**config.mk**
```make
export PLATFORM = sky130hd
export DESIGN_NAME = psum_deskew_fifo
export DESIGN_NICKNAME = d
export VERILOG_FILES = /design/src/rtl/psum_deskew_fifo.sv
export SDC_FILE = /design/constraint.sdc
export NUM_CORES = 1
export LEC_CHECK = 0
export CAP_MARGIN = 30
export CORE_ASPECT_RATIO = 1.75
export CORE_UTILIZATION = 63
export DETAILED_ROUTE_END_ITERATION = 8
export PLACE_DENSITY = 0.9
export RECOVER_POWER = 25
export SLEW_MARGIN = 15
export SYNTH_ARGS = -nofsm -noshare
export SYNTH_HDL_FRONTEND = slang
export SYNTH_SLANG_ARGS = --single-unit
```
**constraint.sdc**
```tcl
create_clock -name clk -period 25.3 [get_ports clk]
set_clock_uncertainty 0.2 [all_clocks]
set_input_delay 5.06 -clock clk [delete_from_list [all_inputs] [get_ports clk]]
set_output_delay 5.06 -clock clk [all_outputs]
set_load 0.01 [all_outputs]
```
**src/rtl/psum_deskew_fifo.sv**
```systemverilog
// psum_deskew_fifo: aligns the four skewed PE row results into one word and buffers it in an FWFT FIFO.
// Optional ReLU on each row before the write is enabled with `define PSUM_RELU_EN.
module psum_deskew_fifo #(
  parameter int DEPTH = 8,
  parameter int W = 16
) (
  input  logic                    clk,
  input  logic                    rst,
  input  logic                    in_valid,
  input  logic [W-1:0]            row_in1,
  input  logic [W-1:0]            row_in2,
  input  logic [W-1:0]            row_in3,
  input  logic [W-1:0]            row_in4,
  input  logic                    clr,
  output logic [4*W-1:0]          o_data,
  output logic                    o_valid,
  input  logic                    o_ready,
  output logic [$clog2(DEPTH):0]  level,
  output logic                    overflow
);
  localparam int AW = $clog2(DEPTH);
  logic [2:0][W-1:0] r1_q;
  logic [1:0][W-1:0] r2_q;
  logic [W-1:0]      r3_q;
  logic [2:0]        v_q;
  logic [AW:0]       wr_ptr, rd_ptr;
  logic [4*W-1:0]    mem [DEPTH];
  logic [4*W-1:0]    aligned, wr_data;
  logic              wr_req, full, pop, push;
  assign aligned = {row_in4, r3_q, r2_q[1], r1_q[2]};
  assign wr_req  = v_q[2];
`ifdef PSUM_RELU_EN
  for (genvar i = 0; i < 4; i++) begin : g_relu
    assign wr_data[i*W +: W] = aligned[i*W+W-1] ? '0 : aligned[i*W +: W];
  end
`else
  assign wr_data = aligned;
`endif
  assign full    = (wr_ptr ^ rd_ptr) == (AW+1)'(DEPTH);
  assign o_valid = wr_ptr != rd_ptr;
  assign level   = wr_ptr - rd_ptr;
  assign pop     = o_valid & o_ready;
  assign push    = wr_req & (!full | pop);
  // gate the head so an empty FIFO (or one just reset) never exposes stale memory
  assign o_data  = o_valid ? mem[rd_ptr[AW-1:0]] : '0;
  always_ff @(posedge clk or negedge rst)
    if (!rst) begin
      r1_q <= '0;
      r2_q <= '0;
      r3_q <= '0;
      v_q  <= '0;
    end else begin
      r1_q <= {r1_q[1:0], row_in1};
      r2_q <= {r2_q[0], row_in2};
      r3_q <= row_in3;
      v_q  <= clr ? '0 : {v_q[1:0], in_valid};
    end
  always_ff @(posedge clk or negedge rst)
    if (!rst) begin
      wr_ptr   <= '0;
      rd_ptr   <= '0;
      overflow <= 1'b0;
    end else if (clr) begin
      wr_ptr   <= '0;
      rd_ptr   <= '0;
      overflow <= 1'b0;
    end else begin
      wr_ptr   <= push ? wr_ptr + (AW+1)'(1) : wr_ptr;
      rd_ptr   <= pop ? rd_ptr + (AW+1)'(1) : rd_ptr;
      overflow <= overflow | (wr_req & full & !pop);
    end
  always_ff @(posedge clk)
    if (push & !clr) mem[wr_ptr[AW-1:0]] <= wr_data;
endmodule

```
# Word-level counts from Yosys, hierarchy flattened
# Memories as Yosys holds them, arrays and structs flattened.
# Cells that the tools add are included.
[word_totals]
regBits = 108
latchBits = 0
mem_bits_rw = 512
mem_bits_ro = 0
input_bits = 69
memories = 1
[mem_list]
columns = ["memory", "words", "width", "rd", "rd_ports_with_merged_regs", "wr", "line_no", "source"]
rows = [
  ["mem", 8, 64, 1, 0, 1, "27", "logic [4*W-1:0] mem [DEPTH];"],
]
[op_classes]
add_sub_neg = 3
mul = 0
div = 0
order_cmp = 0
eq_ne = 2
shift = 0
n_mux = 9
n_bitwise = 8
n_reduce_logical = 5
[op_table]
columns = ["op", "count"]
rows = [
  ["two-way mux 64 bit", 1],
  ["two-way mux 4 bit", 4],
  ["adder 4 x 1 -> 4 bit, second input constant", 2],
  ["AND 1 bit", 5],
  ["equality test 4 bit, second input constant", 1],
  ["!= test 4 bit", 1],
  ["nonzero test 2 bit", 2],
  ["subtractor 4 bit", 1],
  ["XOR 4 bit", 1],
  ["zero test 1 bit", 3],
  ["two-way mux 1 bit", 3],
  ["two-way mux 3 bit", 1],
  ["OR 1 bit", 2],
]

# Longest topological paths before layout
# Gate-level depths: netlist (run 1).
[depth]
word_depth = 8
mapped_depth = 10
depth_no_buf = 6

# Least setup slack after synthesis (run 1)
# No wires, ideal clock.
[synth_timing]
path_kind = "input -> register"
from = "input port clr"
to = "memory mem[5][0] in the netlist's numbering, enable pin"
setup_time_ns = 0.644
arrival_ns = 11.432
slack_ns = 13.024
stages = 2
path_cell_list = "clkbuf_1 nor4_1"
[synth_via]
elab_chain_cells = 4
[synth_rtl]
columns = ["item", "line_no", "source"]
rows = [
  ["start, declared", "14", "input logic clr,"],
  ["zero test 1 bit", "73", "if (push & !clr) mem[wr_ptr[AW-1:0]] <= wr_data;"],
  ["AND 1 bit", "73", ""],
  ["two-way mux 1 bit", "73", ""],
  ["two-way mux 1 bit (not written as such)", "73", ""],
  ["end, declared", "27", ""],
]
# No other way between the ends.

# Final worst setup path (run 1)
[layout_timing]
from = "register rd_ptr[1]"
to = "output port o_data[31]"
[layout_via]
elab_chain_cells = 2
elab_cells_between_ends = 3
[layout_rtl]
columns = ["item", "line_no", "source"]
rows = [
  ["start, declared", "26", "logic [AW:0] wr_ptr, rd_ptr;"],
  ["start signal, assigned", "69", "rd_ptr <= pop ? rd_ptr + (AW+1)'(1) : rd_ptr;"],
  ["memory read (8 x 64 bit) or != test 4 bit (tied branches)", "n/a", ""],
  ["two-way mux 64 bit (*)", "45", "assign o_data = o_valid ? mem[rd_ptr[AW-1:0]] : '0;"],
  ["end, declared", "15", "output logic [4*W-1:0] o_data,"],
]
# Mark *: on every way between the ends. The rest lies on a longest branch, timed or not.

==> results.cfg, run 1 <==
[outcome]
status = complete, no violations

[clock_network]
postCtsSetupBuffers = 0
ctsHoldBuffers = 0
cts_max_path_buffers = 3
cts_repair_resize_count = 0
clock_latency_late_sink_ns = 0.57
cts_tree = built
h-tree-depth = 2
cts.clk_slew.worst_paths_ns = 0.07
tritoncts.num_buffers = 50
cts.root.buffer_cell = sky130_fd_sc_hd__clkbuf_16
clock_sink_count = 620

[routing]
remaining_drcs = 0
drtAntennaViolNets = 0
drt_via_density = 6.34
routed_wire_length_per_instance_um = 27.2
drt_pass1_iterations = 5
dr_total_vias = 10100
drt_iter0_drc = 883
totalWireLength_um = 43500

[floorplanning]
rows = 90
starting_utilization_of_the_core_area = 0.645
design.core.area_mm2 = 0.0347
die_area_mm2 = 0.0363
floorplan.die.width_um = 144
dieHeight_um = 251
pin_count = 139

[global_route]
global_route_wire_length_before_repair_um = 65000
grt_pass1_vias = 10900
top_usage_layer = met2
grt_overflow = 0
gr-usage-met3 = 0.0366
grt_max_degree = 73
grt_use_met1 = 0.315
grt_antenna_before_repair = 0
grt_util_met2 = 0.442
groute.usage.overall = 0.254

[sta]
rsz_0062_raised_after_global_routing = false
clock_period_minus_worst_slack_ns = 9.97
slew_headroom = 0.371
timing.final.setup_violations = 0
report.final.slew_viol_count = 0
tightestPinTransition_ns = 0.944
fmax_mhz = 100
post-route-worst-setup-slack_ns = 15.33
hold_viol = 0
setup_total_negative_slack_ns = 0
period_share = 0.394

[synthesis]
synth.most_common_cell = sky130_fd_sc_hd__edfxtp_1
postSynthAreaPerCell_um2 = 24.1
ys_top_cells_by_area = sky130_fd_sc_hd__edfxtp_1 (69%), sky130_fd_sc_hd__mux4_2 (13%), sky130_fd_sc_hd__dfrtp_1 (12%), sky130_fd_sc_hd__a22o_1 (2.5%), sky130_fd_sc_hd__buf_4 (0.40%)
synth.lib_cells_used.distinct = 36
postSynth.topFlopCell = sky130_fd_sc_hd__edfxtp_1
yosys-mux-area-fraction = 0.129
synthesis.instances = 927
seq_area_frac_synth = 0.809
synth_nets = 1002
synth.largest_area_cell = sky130_fd_sc_hd__edfxtp_1
netlist_area_mm2 = 0.0224
netlist.area_leader.share = 0.688
postSynth.asyncResetShare = 0.174
synth-edff-count = 512
synth-seq-cells = 620
synth_top_family_by_area = multiplexers
synth-simple-area-share = 0.00834
synth_adder_area_share = 0.00369
post_synth_xor_area_fraction = 0.00397
post_synth_most_frequent_cells = sky130_fd_sc_hd__edfxtp_1 (512), sky130_fd_sc_hd__mux4_2 (128), sky130_fd_sc_hd__dfrtp_1 (108)
synth_area_in_compound_gates = 0.0300
yosys_warnings = 0

[finish]
final.fill_count = 1855
area.growth.synth_to_final_pct = 16.2
num_antenna_cells = 0
multi_input_area_mm2 = 0.00398
layout.core_utilization = 0.749
ff_latch_area_mm2 = 0.0181
drive_above_1_share = 0.214
num-nets-final = 1173

[placed_design]
place.detailed.hpwl_um = 23000
dp_worst_setup_slack_ns = 15.94
io_buffer_count = 138
globalplace.congestion = 0.778

[power_and_ir_drop]
power.ir.vdd_worst_v = 0.0000669
total_leakage_power_uw = 0.00839
power_density_mw_per_mm2 = 76.6

[setup_path]
rrSetupSlack_ns = 20.80
critical_path_required_ns = 20.04
critical_path_class = flip-flop to primary output
worst_setup_path_start_kind = flip-flop
timing.critical_path.to_type = primary output
cp_data_arrival_time_ns = 4.71
crit_path_max_fanout = 62

[hold_path]
hold_removal_path_class = flip-flop to flip-flop

[flow_run]
max_cap_violations = 0
## report_power, final
part	internal, uW	switching (uW)
clock	432	335
combinational	51.8	43.2
sequential	1110	11.8
total	1600	390
## registers in the layout, summed over array words and instances (netlist names)
name,cells
wr_ptr,4
r1_q,32
overflow,1
v_q,3
mem,512
r2_q,16
r3_q,16
aligned,32
rd_ptr,4
## layout by cell type, fill, tap and decap left out, drive strengths merged, types with 7 or more instances in the layout
cell type      instances
clkbuf                67
a22o                  64
dfrtp                108
mux4                 128
clkdlybuf4s50        137
nor2                   9
xnor2                  7
a21oi                  7
clkinv                15
inv                    9
buf                   26
edfxtp               512
## critical path: stages, from the launching register on
cell,delay (ns)
sky130_fd_sc_hd__dfrtp_4,1.05
sky130_fd_sc_hd__inv_1,0.12
sky130_fd_sc_hd__ha_1,0.35
sky130_fd_sc_hd__and3_1,0.28
sky130_fd_sc_hd__a21oi_4,0.70
sky130_fd_sc_hd__buf_4,0.64
sky130_fd_sc_hd__a22o_1,0.34
sky130_fd_sc_hd__clkdlybuf4s50_1,0.56
## stage by stage
stage               cell area [um^2]  total power, uW  std cells  hold WS (ns)
floorplan                      22400             1200        927         0.131
global placement               24200             1240       1500         0.132
detailed placement             24300             1240       1503         0.136
CTS                            25900             2000       1595         0.147
global route                   26000             2040       1598         0.153
finish                         26000             1990       1598         0.143
## cell families after synthesis
| family | count (synthesis) |
|---|---|
| DFF | 620 |
| muxes | 129 |
| AOI/OAI and AO/OA | 76 |
| buffers and inverters | 52 |
| and+or+nand+nor | 36 |
| xor gates and xnor gates | 8 |
| adders and majority gates | 6 |
## per-layer routing
layer  share of wire  wire length [um]
met4           0.036              1570
met2            0.55             23900
met1            0.36             15600
met3           0.058              2520
met5               0                 0
## worst paths after layout
kind,from,end,depth (start not counted)
worst max register to register,rd_ptr[1],mem[0][41],7
worst min-delay path,r1_q[5],r1_q[21],0
worst max-delay path,rd_ptr[1],o_data[31],7
worst min register to register,r1_q[5],r1_q[21],0
max in group asynchronous,rst,r3_q[11],3
min in group asynchronous,rst,r1_q[22],1
## layout make-up
type                            instances  area share
Tap cell                              460      0.0222
Timing Repair Buffer                  163      0.0646
Inverter                                8     0.00116
Multi-Input combinational cell        255       0.153
Clock buffer                           67      0.0526
Sequential cell                       620       0.696
Clock inverter                         25      0.0102
(Power assumes the default switching activity.)
==> run 2: changes to the inputs <==
--- a/config.mk
+++ b/config.mk
@@ -7,9 +7,9 @@
 export LEC_CHECK = 0
 export CAP_MARGIN = 30
 export CORE_ASPECT_RATIO = 1.75
-export CORE_UTILIZATION = 63
+export CORE_UTILIZATION = 59
 export DETAILED_ROUTE_END_ITERATION = 8
-export PLACE_DENSITY = 0.9
+export PLACE_DENSITY = 0.85
 export RECOVER_POWER = 25
 export SLEW_MARGIN = 15
 export SYNTH_ARGS = -nofsm -noshare
==> constraint.sdc (replaced) <==
create_clock -name clk -period 9.75 [get_ports clk]
set_clock_uncertainty 0.2 [all_clocks]
set_input_delay 1.95 -clock clk [delete_from_list [all_inputs] [get_ports clk]]
set_output_delay 1.95 -clock clk [all_outputs]
set_load 0.01 [all_outputs]
==> results.cfg, run 2 (synthesis gave the netlist of run 1 again) <==
[outcome]
status = complete, no violations

[floorplanning]
rows = 94
floorplan.die.width_um = 149
pin_count = 139
starting_utilization_of_the_core_area = 0.596
design.core.area_mm2 = 0.0375
die_area_mm2 = 0.0387
dieHeight_um = 260

[placed_design]
globalplace.congestion = 0.813
io_buffer_count = 138
place.detailed.hpwl_um = 24900
place.detailed.instances = 1524

[finish]
layout_common_cells = sky130_fd_sc_hd__edfxtp_1 (512), sky130_fd_sc_hd__clkdlybuf4s50_1 (137), sky130_fd_sc_hd__mux4_2 (128), sky130_fd_sc_hd__dfrtp_1 (106), sky130_fd_sc_hd__a22o_1 (64)
ff_latch_area_mm2 = 0.0181
final.fill_count = 2169
area.growth.synth_to_final_pct = 16.2
num-nets-final = 1172
layout.cells.most_common = sky130_fd_sc_hd__edfxtp_1
drive_above_1_share = 0.215
multi_input_area_mm2 = 0.00398
num_antenna_cells = 0
number_of_flip_flops_under_the_largest_register_name = 512
layout.cells.non_filler = 1616

[clock_network]
tritoncts.num_buffers = 50
cts_tree = built
h-tree-depth = 2
postCtsSetupBuffers = 0
clock_latency_late_sink_ns = 0.57
cts_max_path_buffers = 3
clock_sink_count = 620
cts.root.buffer_cell = sky130_fd_sc_hd__clkbuf_16
ctsHoldBuffers = 0
cts.clk_slew.worst_paths_ns = 0.07
cts_repair_resize_count = 0

[sta]
clock_period_minus_worst_slack_ns = 6.62
period_share = 0.679
setup_total_negative_slack_ns = 0
fmax_mhz = 151
timing.final.setup_violations = 0
tightestPinTransition_ns = 1.02
slew_headroom = 0.322
rsz_0062_raised_after_global_routing = false
report.final.slew_viol_count = 0
hold_viol = 0

[global_route]
global_route_wire_length_before_repair_um = 66200
gr-usage-met3 = 0.0327
grt_antenna_before_repair = 0
grt_pass1_vias = 10700
groute.usage.overall = 0.238
grt_util_met2 = 0.420
grt_overflow = 0
top_usage_layer = met2
grt_use_met1 = 0.299
grt_max_degree = 69

[hold_path]
hold_removal_path_class = flip-flop to flip-flop

[setup_path]
cp.buffers_inverters = 3
worst_setup_path_start_kind = flip-flop
critical_path_class = flip-flop to primary output
timing.critical_path.cells = inv_1 -> ha_1 -> and3_1 -> a21oi_4 -> buf_4 -> a22o_1 -> clkdlybuf4s50_1
critical-path-slowest-cell = sky130_fd_sc_hd__dfrtp_4
critical_path_required_ns = 7.60
crit_path_max_fanout = 66
worst_path_dominant_cell_family = buffers and inverters
cp_data_arrival_time_ns = 4.47
timing.critical_path.to_type = primary output
critical-path-max-stage-delay_ns = 1.05

[routing]
drt_pass1_iterations = 5
drt_iter0_drc = 617
dr_total_vias = 9922
drtAntennaViolNets = 0
routed_wire_length_per_instance_um = 27.2
drt_via_density = 6.14
remaining_drcs = 0
totalWireLength_um = 44000

[power_and_ir_drop]
total_leakage_power_uw = 0.00841
power.ir.vdd_worst_v = 0.000184
power_density_mw_per_mm2 = 201

[flow_run]
max_cap_violations = 0
## run 2: cell types whose count changed in the layout (fill, tap and decap cells not counted), moves of 2 or more
cell                         before  now
sky130_fd_sc_hd__clkinvlp_4       4    1
sky130_fd_sc_hd__clkinv_2         7    9
sky130_fd_sc_hd__buf_16           5    1
sky130_fd_sc_hd__clkinv_1         6   10
sky130_fd_sc_hd__clkbuf_1        13    7
sky130_fd_sc_hd__buf_12           1    3
sky130_fd_sc_hd__bufinv_16        5    7
## run 2: area by class of cell
class / count / area share
sequential: 620 / 0.696
clock buffer: 61 / 0.0521
inverter: 8 / 0.00116
multi-input combinational: 255 / 0.153
tap: 480 / 0.0231
timing repair buffer: 162 / 0.0622
clock inverter: 30 / 0.0126
## run 2: routing by layer
metal | vias up | wire (um)
met5 | - | 0
met4 | 0 | 1430
met3 | 86 | 2140
met2 | 388 | 24200
met1 | 5246 | 16200
li1 | 4202 | -
## run 2: through the flow
step	total power, uW	cell area, um^2	util	hold WS [ns]	setup slack, ns
after floorplan	3100	22400	-	0.131	0.584
after global placement	3220	24200	0.646	0.131	3.72
after detailed placement	3230	24300	0.647	0.135	3.62
after CTS	5260	26000	0.692	0.149	3.03
after global routing	5370	26000	0.693	0.151	2.88
final	5230	26000	0.693	0.144	3.13
## run 2: path summary, 6_finish.rpt
kind	from	endpoint	slack, ns	cells past startpoint
max	rd_ptr[1]	o_data[55]	3.13	7
min	r2_q[1]	aligned[17]	0.14	0
max reg2reg	rd_ptr[1]	mem[4][37]	5.36	7
min reg2reg	r2_q[1]	aligned[17]	0.14	0
max in group asynchronous	rst	rd_ptr[0]	6.69	2
min in group asynchronous	rst	r3_q[9]	1.21	1
## run 2: worst reg2reg max path, cell delays in order (launching register included)
cell and delay (ns):
sky130_fd_sc_hd__dfrtp_4 1.05, sky130_fd_sc_hd__inv_1 0.11, sky130_fd_sc_hd__ha_1 0.34, sky130_fd_sc_hd__nand3_1 0.22
sky130_fd_sc_hd__nor3_2 0.15, sky130_fd_sc_hd__or3_1 0.48, sky130_fd_sc_hd__nor3_4 0.55, sky130_fd_sc_hd__buf_4 0.87
## run 2: report_power, final
group / switching (uW) / internal (uW)
combinational: 108 / 132
clock: 887 / 1180
sequential: 35.3 / 2890
total: 1030 / 4200
